==> src/rtl/if_id_buf_pkg.sv <==
// Shared encodings, widths and field positions for the IF/ID skid buffer.
package if_id_buf_pkg;

    localparam int PC_W   = 32;
    localparam int INST_W = 32;
    localparam int REG_W  = 5;
    localparam int RS_MSB = 25;
    localparam int RS_LSB = 21;
    localparam int RT_MSB = 20;
    localparam int RT_LSB = 16;
    localparam int CNT_W  = 16;

    typedef enum logic [1:0] {
        ST_EMPTY = 2'd0,
        ST_ONE   = 2'd1,
        ST_TWO   = 2'd2
    } state_e;

    typedef struct packed {
        logic [PC_W-1:0]   pc;
        logic [INST_W-1:0] inst;
    } slot_t;

    function automatic logic [REG_W-1:0] get_rs(input logic [INST_W-1:0] inst);
        return inst[RS_MSB:RS_LSB];
    endfunction

    function automatic logic [REG_W-1:0] get_rt(input logic [INST_W-1:0] inst);
        return inst[RT_MSB:RT_LSB];
    endfunction

endpackage

==> src/rtl/if_id_buf_pipe_slot.sv <==
// Load-enabled {pc, inst} holding register; zero on reset.
// Latency one cycle from load to q; no flow control of its own.
module pipe_slot
    import if_id_buf_pkg::*;
(
    input  logic  clk,
    input  logic  rst,
    input  logic  load,
    input  slot_t d,
    output slot_t q
);

    slot_t slot_d;
    slot_t slot_q;

    always_comb begin
        slot_d = slot_q;
        if (load) slot_d = d;
    end

    always_ff @(posedge clk or posedge rst) begin
        if (rst) slot_q <= '0;
        else     slot_q <= slot_d;
    end

    assign q = slot_q;

endmodule

==> src/rtl/if_id_buf.sv <==
// IF/ID buffer: ID slot plus one skid slot; fetch-to-ID latency one cycle.
// Backpressure: if_ready drops only when both slots are full; flush empties both.
module if_id_buf
    import if_id_buf_pkg::*;
(
    input  logic              clk,
    input  logic              rst,
    input  logic              if_valid,
    input  logic [PC_W-1:0]   if_pc,
    input  logic [INST_W-1:0] if_inst,
    output logic              if_ready,
    input  logic              id_stall,
    input  logic              id_flush,
    output logic              id_valid,
    output logic [PC_W-1:0]   id_pc,
    output logic [INST_W-1:0] id_inst,
    output logic [REG_W-1:0]  id_rs,
    output logic [REG_W-1:0]  id_rt,
    output logic [CNT_W-1:0]  stall_cnt
);

    state_e           state_d, state_q;
    logic [CNT_W-1:0] stall_cnt_d, stall_cnt_q;
    logic             id_load, id_from_skid, skid_load;
    logic             accept, advance;
    slot_t            in_slot, id_slot_d, id_slot_q, skid_slot_q;

    assign if_ready = (state_q != ST_TWO);
    assign id_valid = (state_q != ST_EMPTY);
    assign accept   = if_valid && if_ready;
    assign advance  = id_valid && !id_stall;
    assign in_slot  = '{pc: if_pc, inst: if_inst};

    always_comb begin
        state_d      = state_q;
        id_load      = 1'b0;
        id_from_skid = 1'b0;
        skid_load    = 1'b0;
        // Flush wins over stall and drops whatever fetch offers this cycle.
        if (id_flush) begin
            state_d = ST_EMPTY;
        end else begin
            unique case (state_q)
                ST_EMPTY: begin
                    if (accept) begin
                        state_d = ST_ONE;
                        id_load = 1'b1;
                    end
                end
                ST_ONE: begin
                    if (advance && accept) begin
                        id_load = 1'b1;
                    end else if (advance) begin
                        state_d = ST_EMPTY;
                    end else if (accept) begin
                        state_d   = ST_TWO;
                        skid_load = 1'b1;
                    end
                end
                ST_TWO: begin
                    if (advance) begin
                        state_d      = ST_ONE;
                        id_load      = 1'b1;
                        id_from_skid = 1'b1;
                    end
                end
                default: state_d = ST_EMPTY;
            endcase
        end
    end

    assign id_slot_d = id_from_skid ? skid_slot_q : in_slot;

    always_comb begin
        stall_cnt_d = stall_cnt_q;
        if (id_valid && id_stall && (stall_cnt_q != {CNT_W{1'b1}}))
            stall_cnt_d = stall_cnt_q + 1'b1;
    end

    always_ff @(posedge clk or posedge rst) begin
        if (rst) begin
            state_q     <= ST_EMPTY;
            stall_cnt_q <= '0;
        end else begin
            state_q     <= state_d;
            stall_cnt_q <= stall_cnt_d;
        end
    end

    pipe_slot u_id_slot (
        .clk  (clk),
        .rst  (rst),
        .load (id_load),
        .d    (id_slot_d),
        .q    (id_slot_q)
    );

    pipe_slot u_skid_slot (
        .clk  (clk),
        .rst  (rst),
        .load (skid_load),
        .d    (in_slot),
        .q    (skid_slot_q)
    );

    assign id_pc     = id_slot_q.pc;
    assign id_inst   = id_slot_q.inst;
    assign id_rs     = id_valid ? get_rs(id_slot_q.inst) : '0;
    assign id_rt     = id_valid ? get_rt(id_slot_q.inst) : '0;
    assign stall_cnt = stall_cnt_q;

endmodule

==> config.mk <==
export PLATFORM = sky130hd
export DESIGN_NAME = if_id_buf
export DESIGN_NICKNAME = d
export VERILOG_FILES = /design/src/rtl/if_id_buf_pkg.sv /design/src/rtl/if_id_buf_pipe_slot.sv /design/src/rtl/if_id_buf.sv
export SDC_FILE = /design/constraint.sdc
export NUM_CORES = 1
export LEC_CHECK = 0
export BUFFER_PORTS_ARGS = -buffer_cell sky130_fd_sc_hd__buf_2
export CAP_MARGIN = 20
export CORE_ASPECT_RATIO = 2
export CORE_UTILIZATION = 40
export CTS_CLUSTER_SIZE = 8
export DETAILED_ROUTE_END_ITERATION = 8
export PLACE_DENSITY = 0.61
export REMOVE_ABC_BUFFERS = 1
export SLEW_MARGIN = 5
export SYNTH_ARGS = -nofsm -noshare
export SYNTH_HDL_FRONTEND = slang
export SYNTH_SLANG_ARGS = --single-unit
export TNS_END_PERCENT = 100
==> constraint.sdc <==
create_clock -name clk -period 7.8 [get_ports clk]
set_clock_uncertainty 0.1 [all_clocks]
set_input_delay 1.56 -clock clk [delete_from_list [all_inputs] [get_ports clk]]
set_output_delay 1.56 -clock clk [all_outputs]
set_load 0.02 [all_outputs]
# Word level (Yosys, flattened, before mapping)
# Cells that the tools add are included.
# W data, S select, Z words.
[classes]
add_sub_neg = 1
n_eq_ne = 8
muxes = 21
reduce_logical = 9
[op_table]
columns = ["cell", "count"]
rows = [
  ["$mux W64", 1],
  ["$add A16 B1 Y16 const B", 1],
  ["$ne A16 B16 Y1 const B", 1],
  ["$mux W2", 6],
  ["$mux W1", 10],
  ["$mux W5", 2],
  ["$ne A3 B3 Y1 const B", 3],
  ["$pmux W2 S3", 1],
  ["$logic_and A1 B1 Y1", 5],
  ["$ne A4 B4 Y1 const B", 1],
  ["$reduce_and A4 Y1", 1],
  ["$pmux W1 S3", 1],
  ["$eq A2 B1 Y1 const B", 1],
  ["$eq A2 B2 Y1 const B", 1],
  ["$logic_not A2 Y1", 1],
  ["$ne A2 B2 Y1 const B", 1],
  ["$reduce_bool A2 Y1", 1],
  ["$logic_not A1 Y1", 1],
]
[word_totals]
register_bits = 146
inputBits = 69
output_inout_bits = 92
word_cells = 45

# Longest topological paths before layout
# Gate-level depths: netlist of the first run.
[depth]
depth_word = 7
depth_mapped = 6
depth_no_buf = 5

# Cells and area by module
# A second synthesis of the first run with hierarchy kept.
[unflattened]
hier_cells = 449
hier_area_um2 = 7199.4
[modules_own_cells]
columns = ["module", "n_inst", "cells_each", "area_per_inst_um2", "seq_area_each_um2"]
rows = [
  ["pipe_slot", 2, 136, 2682.6, 1601.5],
  ["if_id_buf", 1, 177, 1834.3, 450.4],
]

# Least setup slack after synthesis of the first run
# Ideal clock, no wire load.
[synth_timing]
path_kind = "input port to flip-flop"
startpoint = "input id_stall"
endpoint = "register u_id_slot.slot_q, in the netlist u_id_slot.q[0]"
t_arrival_ps = 2922
slack_ps = 4654
path_stages = 6
path_cell_list = "buf_2 nand2b_1 a21o_1 a21oi_2 buf_4 mux2_2"
[synth_between]
elab_chain_len = 6
[synth_rtl]
columns = ["element", "line", "source"]
rows = [
  ["start, declared", "if_id_buf.sv:12", "input logic id_stall,"],
  ["$logic_not A1 Y1 *", "if_id_buf.sv:31", "assign advance = id_valid && !id_stall;"],
  ["$logic_and A1 B1 Y1 *", "if_id_buf.sv:31", ""],
  ["$logic_and A1 B1 Y1 / $mux W1 (equally long branches)", "if_id_buf.sv:51, if_id_buf.sv:61", ""],
  ["$mux W1, on equally long branches", "if_id_buf.sv:51, if_id_buf.sv:43", ""],
  ["$pmux W1 S3 / $mux W1 (equally long branches)", "if_id_buf.sv:43, if_id_buf.sv:40", ""],
  ["$mux W1 / $mux W64 (equally long branches)", "if_id_buf.sv:40, if_id_buf.sv:72", ""],
  ["end signal, assigned", "if_id_buf_pipe_slot.sv:23", "else slot_q <= slot_d;"],
  ["end, declared", "if_id_buf_pipe_slot.sv:14", "slot_t slot_q;"],
]
# Mark *: on every way between the ends. The rest lies on a longest branch, timed or not.
# A chain may end at the register's enable or synchronous reset.

# Worst setup path in the final report of the first run
[layout_timing]
startpoint = "register state_q[1]"
endpoint = "output id_rs[2]"
[layout_between]
elab_chain_len = 2
[layout_rtl]
columns = ["element", "line", "source"]
rows = [
  ["start, declared", "if_id_buf.sv:22", "state_e state_d, state_q;"],
  ["start signal, assigned", "if_id_buf.sv:85", "state_q <= state_d;"],
  ["$reduce_bool A2 Y1", "if_id_buf.sv:29", "assign id_valid = (state_q != ST_EMPTY);"],
  ["$mux W5", "if_id_buf.sv:108", "assign id_rs = id_valid ? get_rs(id_slot_q.inst) : '0;"],
  ["end, declared", "if_id_buf.sv:17", "output logic [REG_W-1:0] id_rs,"],
]
# No other way between the ends.

==> out/qor.csv, run 1 <==
stage,metric,value,unit
final_layout,area_growth,24.90,%
critical_path,worstSetupPathType,flip-flop to output port,
routing,vias,4144,
power,power_density,287.5,mW/mm2
global_route,grt_overflow,0,
sta,grt_setup_unrepaired,false,
power,peakVddDrop,0.0001548,V
sta,fin_tns_setup,0,ns
yosys,ys.flop_type,dfrtp_1,
power,leakage,3.767,nW
critical_path,r2r_start,state_q[0],
routing,first_pass_iters,4,
final_layout,final_cell_area,0.008120,mm2
sta,post-route-period-util,45.18,%
floorplan,rows,65,
final_layout,diodes,0,
clocking,clk_latency,0.42,ns
sta,setup_viol,0,
outcome,status,completed,
clocking,holdBufCountCts,0,
floorplan,start_util,40.99,%
critical_path,worstPathRequired,6.14,ns
global_route,antenna_found_initial,0,
routing,avgRoutedWirePerCell,16.84,um
critical_path,critPathLaunch,state_q[1],
clocking,path_clk_slew,0.06,ns
clocking,cts_resized,0,
place,hpwlAfterDp,9240,um
floorplan,fp.dieH,182.3,um
yosys,synthArstFlopShare,100.0,%
clocking,cts_num_sinks,146,
global_route,grt_pass1_vias,4407,
clocking,post_cts_buffers,0,
clocking,cts_buffer_depth,2,
global_route,grt_pass1_wl,22690,um
yosys,syn_area,0.006501,mm2
place,numPortBuffers,160,
floorplan,dieWidth,92.15,um
global_route,grt_start_max_net_pins,79,
global_route,grt_util_all_layers,17.77,%
yosys,ys_seq_area_share,56.20,%
place,placed_cell_area,0.007486,mm2
sta,period_needed,3.524,ns
floorplan,die-area,0.01680,mm2
critical_path,critPathLaunchType,flip-flop,
floorplan,core,0.01586,mm2
floorplan,pin_count,161,
clocking,cts_max_level,4,
sta,max-slew-margin-rel,37.50,%
yosys,synth_edf_count,0,
clocking,cts_tree,built,
min_path,hold_path_class,flip-flop to flip-flop,
yosys,synthCells,443,
critical_path,end_kind,output port,
yosys,yosysWarnings,0,
final_layout,n_fill_cell,1416,
routing,wirelength,13810,um
sta,fmax,283.8,MHz
sta,slew_viol_final,0,
routing,ant_nets,0,
final_layout,drive_gt1_share,42.97,%
yosys,ys_types,34,
yosys,syn_area_per_cell,14.68,um2
sta,hold_violations,0,
routing,first_iter_violations,98,
job,maxCapViolations,0,
min_path,min_from,u_skid_slot.q[9],
clocking,cts_root_buffer,clkbuf_16,
final_layout,nets,676,
sta,tightestPinTransition,0.9376,ns
place,gp_congestion,0.7603,
routing,drcViolationCount,0,
critical_path,crit_fanout,11,
critical_path,arrival,1.86,ns
clocking,numCtsBuffers,17,
yosys,ys_seq_elements,146,
routing,viasPerCell,5.054,
cells in the mapped netlist (all sizes together) (4+ instances only):
cell    count  area share, %
nand2b      5           0.48
nor2        5           0.29
buf        19            1.7
dfrtp     146             56
inv         4           0.23
nor2b      10           0.96
mux2      194             34
a21oi       8           0.67
nand2       7           0.40
nand4       4           0.38
xor2        4           0.54
nand3       4           0.31
xnor2       8            1.1
and3        4           0.38
registers in the layout, indices dropped and copies added, names as in the netlist:
name,flops
u_skid_slot.q,64
state_q,2
stall_cnt,16
u_id_slot.q,64
cell usage in the layout, fill, tap and decap left out, types with 2 or more instances in the layout:
master and n:
nand2b_1 5, clkinv_2 3, buf_2 160, and3_1 4
inv_6 4, clkbuf_16 17, nand4_1 4, mux2_1 130
clkinvlp_4 2, mux2_2 64, xor2_1 4, nor2b_1 10
a211oi_1 2, nand3_1 4, o2111ai_1 2, nand2_1 7
buf_4 4, a21oi_1 7, and2_1 2, bufinv_16 3
nor2_1 4, xnor2_1 8, inv_1 3, dfrtp_1 146
clkinv_4 4
power breakdown:
group          internal (W)  switching (W)  total, W  leakage (nW)
logic              0.000211       0.000256  0.000467          1.71
clock network      0.000506       0.000325  0.000831         0.294
registers          0.000937      0.0000995   0.00104          1.77
routing by layer:
| layer | vias up | share of wire [%] | GRT usage [%] |
|---|---|---|---|
| met3 | 24 | 3.8 | 4.042 |
| met2 | 104 | 55 | 31.91 |
| li1 | 1914 | - | - |
| met5 | - | 0 | 0 |
| met1 | 2102 | 38 | 19.04 |
| met4 | 0 | 3.6 | 9.438 |
kinds of logic after synthesis:
kind of cell | Yosys count | synth area share (%)
mux | 195 | 33.76
xor+xnor | 12 | 1.617
buf+inv | 25 | 2.040
fa+ha+maj | 1 | 0.1924
compound gates | 16 | 1.617
flops | 146 | 56.20
simple gates | 48 | 4.581
worst paths after layout:
kind,endpoint,slack (ns),cells past startpoint
min reg2reg,u_skid_slot.q[9],0.38,1
min,u_skid_slot.q[9],0.38,1
max reg2reg,u_id_slot.q[40],5.32,5
min in group asynchronous,u_id_slot.q[53],1.13,2
max in group asynchronous,u_skid_slot.q[57],5.41,4
max,id_rs[2],4.28,3
area by class of cell:
class	instances	area (um2)	share of cell area, %
clock buffer	17	425.4	5.239
clock inverter	15	181.4	2.234
inverter	4	20.02	0.2465
multi-input combinational	272	2730	33.62
sequential	146	3654	44.99
tap	201	251.5	3.097
timing repair buffer	165	858.3	10.57
per-stage QoR:
step	total power, W	hold slack (ns)	setup WS (ns)	util (%)	std cells
detailed placement	0.001526	0.3723	4.186	47.20	787
global placement	0.001499	0.3624	4.202	47.20	787
finish	0.002334	0.3803	4.276	51.20	820
CTS	0.002369	0.3859	4.197	51.03	819
global route	0.002453	0.3991	4.102	51.20	820
floorplan	0.001338	0.3542	2.217	-	422
worst max-delay path, stage by stage (launching register included):
cell	delay, ns
dfrtp_1	0.45
nor2_1	0.66
nor2b_1	0.13
buf_2	0.20
No activity file was read; power rests on OpenSTA's default activity.
==> run 2: changes to the inputs <==
Settings changed: ABC_AREA set to 1.
Clock period 7.8 ns to 3.3 ns, I/O delays scaled along.
==> out/qor.csv, run 2 <==
stage,metric,value,unit,change
outcome,status,completed,,
clocking,clk_latency,0.42,ns,about the same
critical_path,crit_chain,"nor2_4, nor2_1, buf_2",,
global_route,busiest_layer,met2,,
floorplan,die-area,0.01736,mm2,+3.3%
critical_path,end_kind,output port,,
critical_path,worstSetupPathType,flip-flop to output port,,
final_layout,nets,1056,,+56%
final_layout,diodes,0,,unchanged
global_route,grt_pass1_wl,26590,um,+17%
critical_path,reg2reg_slack,1.16,ns,-4.16 ns
sta,slew_viol_final,0,,unchanged
sta,post-route-period-util,69.62,%,
yosys,synth_area_leader_cell,dfrtp_1,,
global_route,use_met1,22.20,%,+3.2 points
min_path,hold_path_class,input port to async pin,,
final_layout,layout_commonest_cell,nand2_1,,
clocking,cts_resized,0,,unchanged
yosys,syn_area,0.006721,mm2,+3.4%
yosys,synth_top_area_share,54.36,%,-1.8 points
yosys,ys_seq_elements,146,,unchanged
yosys,synthCells,841,,+90%
routing,vias,5674,,+37%
routing,ant_nets,0,,unchanged
yosys,ys_types,27,,-21%
critical_path,critPathLaunchType,flip-flop,,
power,peakVddDrop,0.0004053,V,+160%
critical_path,r2r-end,u_id_slot.q[36],,
yosys,ys.flop_type,dfrtp_1,,
sta,grt_setup_unrepaired,false,,
clocking,holdBufCountCts,0,,unchanged
clocking,numCtsBuffers,17,,unchanged
power,combPwrFrac,28.2,%,+8.2 points
critical_path,worst-path-buf-inv,1,,unchanged
critical_path,worstPathRequired,2.54,ns,-3.60 ns
sta,max-slew-margin-rel,46.55,%,+9.1 points
place,gp_congestion,0.7879,,+3.6%
routing,first_pass_iters,4,,unchanged
routing,avgRoutedWirePerCell,13.74,um,-18%
yosys,synth_edf_count,0,,unchanged
clocking,cts_max_level,4,,unchanged
critical_path,cpPeakStageDelay,0.50,ns,-0.16 ns
global_route,grt_overflow,0,,unchanged
critical_path,arrival,1.54,ns,-0.32 ns
yosys,synth.area.top_cells,"dfrtp_1 54%, nand2_1 16%, o21ai_0 8.0%, inv_1 5.0%, nor2_1 3.6%",,
power,p_switching,0.002302,W,+240%
routing,wirelength,16530,um,+20%
final_layout,n_fill_cell,1703,,+20%
routing,first_iter_violations,294,,+200%
routing,viasPerCell,4.717,,-6.7%
clocking,cts_num_sinks,146,,unchanged
global_route,grt_util_all_layers,20.17,%,+2.4 points
sta,setup_viol,0,,unchanged
clocking,path_clk_slew,0.06,ns,about the same
floorplan,start_util,41.11,%,+0.11 points
sta,fmax,435.3,MHz,
floorplan,dieWidth,93.66,um,+1.6%
final_layout,final_cell_area,0.008223,mm2,+1.3%
sta,period_needed,2.297,ns,
floorplan,pin_count,161,,unchanged
critical_path,crit_fanout,12,,+1
critical_path,ff2ff_path_depth,6,,+1
floorplan,rows,66,,+1.5%
final_layout,area_growth,22.34,%,
critical_path,cp_slowest_cell,dfrtp_1,,
global_route,grt_util_met2,36.06,%,+4.1 points
global_route,grt_pass1_vias,5417,,+23%
sta,hold_violations,0,,unchanged
global_route,grt_start_max_net_pins,82,,+3.8%
power,power.share.clock,28.7,%,-6.9 points
yosys,syn_area_per_cell,7.992,um2,-46%
yosys,synthTopCellsByCount,"286 x nand2_1, 146 x dfrtp_1, 108 x o21ai_0, 89 x inv_1, 64 x nor2_1",,
power,p_int,0.004207,W,+150%
place,hpwlAfterDp,11510,um,+25%
global_route,antenna_found_initial,0,,unchanged
floorplan,fp.dieH,185.3,um,+1.7%
power,sw_frac_of_total,35.37,%,+6.2 points
routing,drcViolationCount,0,,unchanged
power,power_density,791.6,mW/mm2,+180%
critical_path,r2r_start,state_q[1],,
global_route,use_met3,3.777,%,-0.26 points
power,power,0.006509,W,+180%
power,pwr-share-seq,43.1,%,-1.3 points
yosys,synthArstFlopShare,100.0,%,unchanged
job,maxCapViolations,0,,unchanged
power,leakage,4.524,nW,+20%
yosys,yosysWarnings,0,,unchanged
clocking,cts_buffer_depth,2,,unchanged
critical_path,cp_top_family,flip-flops,,
clocking,cts_tree,built,,
place,placed_cell_area,0.007651,mm2,+2.2%
floorplan,core,0.01635,mm2,+3.1%
yosys,synth_most_common_cell,nand2_1,,
final_layout,drive_gt1_share,21.72,%,-21 points
place,numPortBuffers,160,,unchanged
final_layout,most-common-layout-cells,"286 x nand2_1, 160 x buf_2, 146 x dfrtp_1, 108 x o21ai_0, 88 x inv_1",,
sta,tightestPinTransition,0.8017,ns,-0.1358 ns
clocking,cts_root_buffer,clkbuf_16,,
yosys,ys_seq_area_share,54.36,%,-1.8 points
clocking,post_cts_buffers,0,,unchanged
==> run 2: layout make-up <==
class	instances	area [um2]	area share, %
clock buffer	19	432.9	5.265
clock inverter	13	138.9	1.689
inverter	93	354.1	4.306
multi-input combinational	557	2480	30.16
sequential	146	3654	44.43
tap	204	255.2	3.104
timing repair buffer	171	908.4	11.05
==> run 2: cells by family after synthesis <==
| logic type | count (synthesis) | share of synthesized area, % |
|---|---|---|
| buf+inv | 138 | 9.121 |
| simple gates | 377 | 22.45 |
| xor+xnor | 7 | 0.9122 |
| fa+ha+maj | 1 | 0.1861 |
| compound gates | 172 | 12.97 |
| flops | 146 | 54.36 |
==> run 2: power by group through the flow <==
stage	sequential (W)	clock, W	combinational [W]
final	0.00281	0.00187	0.00183
after global routing	0.00289	0.00200	0.00208
after CTS	0.00281	0.00193	0.00187
after detailed placement	0.00284	0	0.00186
after global placement	0.00282	0	0.00182
after floorplan	0.00312	0	0.000884
==> run 2: worst register-to-register path, cell delays in order (launching register included) <==
cell,delay (ns)
dfrtp_1,0.55
nor2_4,0.15
nor2_4,0.17
inv_2,0.07
nand3_4,0.06
buf_4,0.61
o21ai_0,0.28
==> run 2: worst max path at each step <==
stage / from / to / slack [ns] / cells after the start
3_5_place_dp: id_stall / u_id_slot.q[38] / 0.99 / 7
3_3_place_gp: id_stall / u_id_slot.q[37] / 1.05 / 7
4_1_cts: state_q[1] / id_rt[4] / 0.97 / 3
6_report: state_q[1] / id_rt[4] / 1.00 / 3
2_1_floorplan: rst / stall_cnt[0] / -1.38 / 1
5_1_grt: state_q[1] / id_rt[4] / 0.92 / 3
==> run 2: per-layer routing <==
layer	vias to the layer above	part of all wire, %
met5	-	0
met4	0	3.1
met3	27	3.4
met2	116	54
met1	2625	40
li1	2906	-
==> run 2: per-stage QoR <==
| step | worst slack, ns | TNS [ns] | hold WS [ns] | utilization, % | instances |
|---|---|---|---|---|---|
| 5_1_grt | 0.9170 | 0 | 0.2850 | 50.29 | 1203 |
| 3_5_place_dp | 0.9935 | 0 | 0.3599 | 46.79 | 1171 |
| 4_1_cts | 0.9679 | 0 | 0.2473 | 50.29 | 1203 |
| 2_1_floorplan | -1.383 | -250.09 | 0.3479 | - | 796 |
| 3_3_place_gp | 1.046 | 0 | 0.3610 | 46.79 | 1171 |
| 6_report | 1.003 | 0 | 0.2201 | 50.29 | 1203 |
==> run 3: changes to the inputs <==
Clock period 3.3 ns to 2.4 ns, I/O delays scaled along.
==> out/qor.csv, run 3 (synthesis gave the netlist of run 2 again) <==
stage,metric,value,unit,change
routing,drcViolationCount,0,,unchanged
final_layout,n_fill_cell,1682,,-1.2%
final_layout,layout_commonest_cell,nand2_1,,
clocking,numCtsBuffers,17,,unchanged
power,power_density,1099,mW/mm2,+39%
floorplan,pin_count,161,,unchanged
global_route,grt_overflow,0,,unchanged
routing,first_pass_iters,4,,unchanged
floorplan,rows,66,,unchanged
place,place_ws,0.5140,ns,-0.4795 ns
place,numPortBuffers,160,,unchanged
global_route,grt_pass1_vias,5425,,+0.15%
critical_path,critPathLaunchType,flip-flop,,
critical_path,arrival,1.52,ns,-0.02 ns
routing,viasPerCell,4.699,,-0.37%
sta,fmax,476.8,MHz,
final_layout,nets,1060,,+0.38%
min_path,min_from,if_pc[30],,
floorplan,dieWidth,93.66,um,unchanged
clocking,cts_max_level,4,,unchanged
clocking,post_cts_buffers,0,,unchanged
routing,avgRoutedWirePerCell,13.46,um,-2.0%
sta,grt_setup_unrepaired,false,,
global_route,antenna_found_initial,2,,+2
sta,timing.final.ws_setup,0.3028,ns,-0.6998 ns
sta,setup_viol,0,,unchanged
routing,wirelength,16280,um,-1.5%
clocking,path_clk_slew,0.06,ns,about the same
critical_path,worstPathRequired,1.82,ns,-0.72 ns
critical_path,r2r_start,stall_cnt[0],,
final_layout,area_growth,24.14,%,
power,leakage,4.602,nW,+1.7%
final_layout,most-common-layout-cells,"286 x nand2_1, 160 x buf_2, 146 x dfrtp_1, 108 x o21ai_0, 88 x inv_1",,
global_route,grt_start_max_net_pins,129,,+57%
outcome,status,completed,,
final_layout,fin_util,51.03,%,+0.74 points
global_route,grt_pass1_wl,26500,um,-0.34%
clocking,cts_tree,built,,
floorplan,start_util,41.11,%,unchanged
min_path,hold-path-cell-count,3,,
floorplan,fp.dieH,185.3,um,unchanged
critical_path,ff2ff_path_depth,6,,unchanged
min_path,hold_end,u_skid_slot.q[62],,
floorplan,core,0.01635,mm2,unchanged
place,hpwlAfterDp,11340,um,-1.5%
critical_path,r2r-end,stall_cnt[6],,
clocking,cts_buffer_depth,2,,unchanged
power,peakVddDrop,0.0005039,V,+24%
routing,ant_nets,0,,unchanged
global_route,grt_util_all_layers,20.05,%,-0.12 points
routing,first_iter_violations,283,,-3.7%
critical_path,end_kind,output port,,
sta,hold_violations,0,,unchanged
final_layout,drive_gt1_share,22.03,%,+0.31 points
sta,post-route-period-util,87.38,%,
min_path,hold_path_class,input port to flip-flop,,
routing,vias,5681,,+0.12%
critical_path,reg2reg_slack,0.51,ns,-0.65 ns
floorplan,die-area,0.01736,mm2,unchanged
clocking,clk_latency,0.42,ns,about the same
critical_path,crit_fanout,11,,-1
clocking,cts_num_sinks,146,,unchanged
sta,slew_viol_final,0,,unchanged
job,maxCapViolations,0,,unchanged
sta,period_needed,2.097,ns,
sta,max-slew-margin-rel,69.21,%,+23 points
critical_path,critPathLaunch,state_q[1],,
critical_path,worstSetupPathType,flip-flop to output port,,
place,gp_congestion,0.8015,,+1.7%
sta,tightestPinTransition,0.4601,ns,-0.3416 ns
clocking,cts_root_buffer,clkbuf_16,,
[run 3: changes by cell type in the layout (fill, tap and decap cells not counted)]
cell and delta:
buf_12 +3, bufinv_16 +2, clkbuf_1 -1, clkinv_2 +2, clkinv_4 +2, clkinvlp_4 -5, diode_2 +2, dlygate4sd3_1 +1
[run 3: worst max-delay path, stage by stage (launching register included)]
cell     delay (ns)
dfrtp_1        0.50
nor2_4         0.16
buf_4          0.22
nor2_1         0.06
buf_2          0.17
[run 3: area by class of cell]
class	count	area [um2]	share of cell area, %
Antenna cell	2	5.005	0.05998
Sequential cell	146	3654	43.78
Clock buffer	18	429.2	5.143
Multi-Input combinational cell	557	2480	29.72
Inverter	93	354.1	4.244
Clock inverter	14	188.9	2.264
Tap cell	204	255.2	3.059
Timing Repair Buffer	175	978.4	11.73
[run 3: what timing repair did]
action,CTS,global route
hold endpoints to repair,11,0
hold buffers,1,0
gates resized for setup,0,0
[run 3: routing by layer]
metal	part of all wire (%)	global-route usage, %	vias to the layer above
met4	1.9	8.246	0
met3	3.9	4.105	17
met1	40	22.84	2638
li1	-	-	2910
met2	54	35.94	116
met5	0	0	-
[run 3: metrics by stage]
stage / setup TNS, ns / hold WS [ns] / power (W) / instance area, um2 / std cells
2_1_floorplan: -449.00 / 0.3479 / 0.005509 / 6457 / 796
3_3_place_gp: 0 / 0.3586 / 0.006413 / 7711 / 1174
3_5_place_dp: 0 / 0.3594 / 0.006475 / 7711 / 1174
4_1_cts: 0 / 0.2088 / 0.009290 / 8339 / 1207
5_1_grt: 0 / 0.2214 / 0.009777 / 8342 / 1208
6_report: 0 / 0.2238 / 0.009173 / 8344 / 1209
[run 3: where the power goes]
| group | leakage (nW) | switching (W) | total, W | internal (W) |
|---|---|---|---|---|
| Clock | 0.296 | 0.00103 | 0.00277 | 0.00174 |
| Sequential | 1.77 | 0.000473 | 0.00386 | 0.00339 |
| Combinational | 2.53 | 0.00165 | 0.00254 | 0.000897 |
[run 3: worst max-delay path by stage]
stage | end | slack [ns] | depth (start not counted)
2_1_floorplan | stall_cnt[0] | -2.10 | 1
3_3_place_gp | stall_cnt[2] | 0.57 | 6
3_5_place_dp | stall_cnt[2] | 0.51 | 6
4_1_cts | id_rs[2] | 0.28 | 4
5_1_grt | id_rs[2] | 0.19 | 4
6_report | id_rs[2] | 0.30 | 4
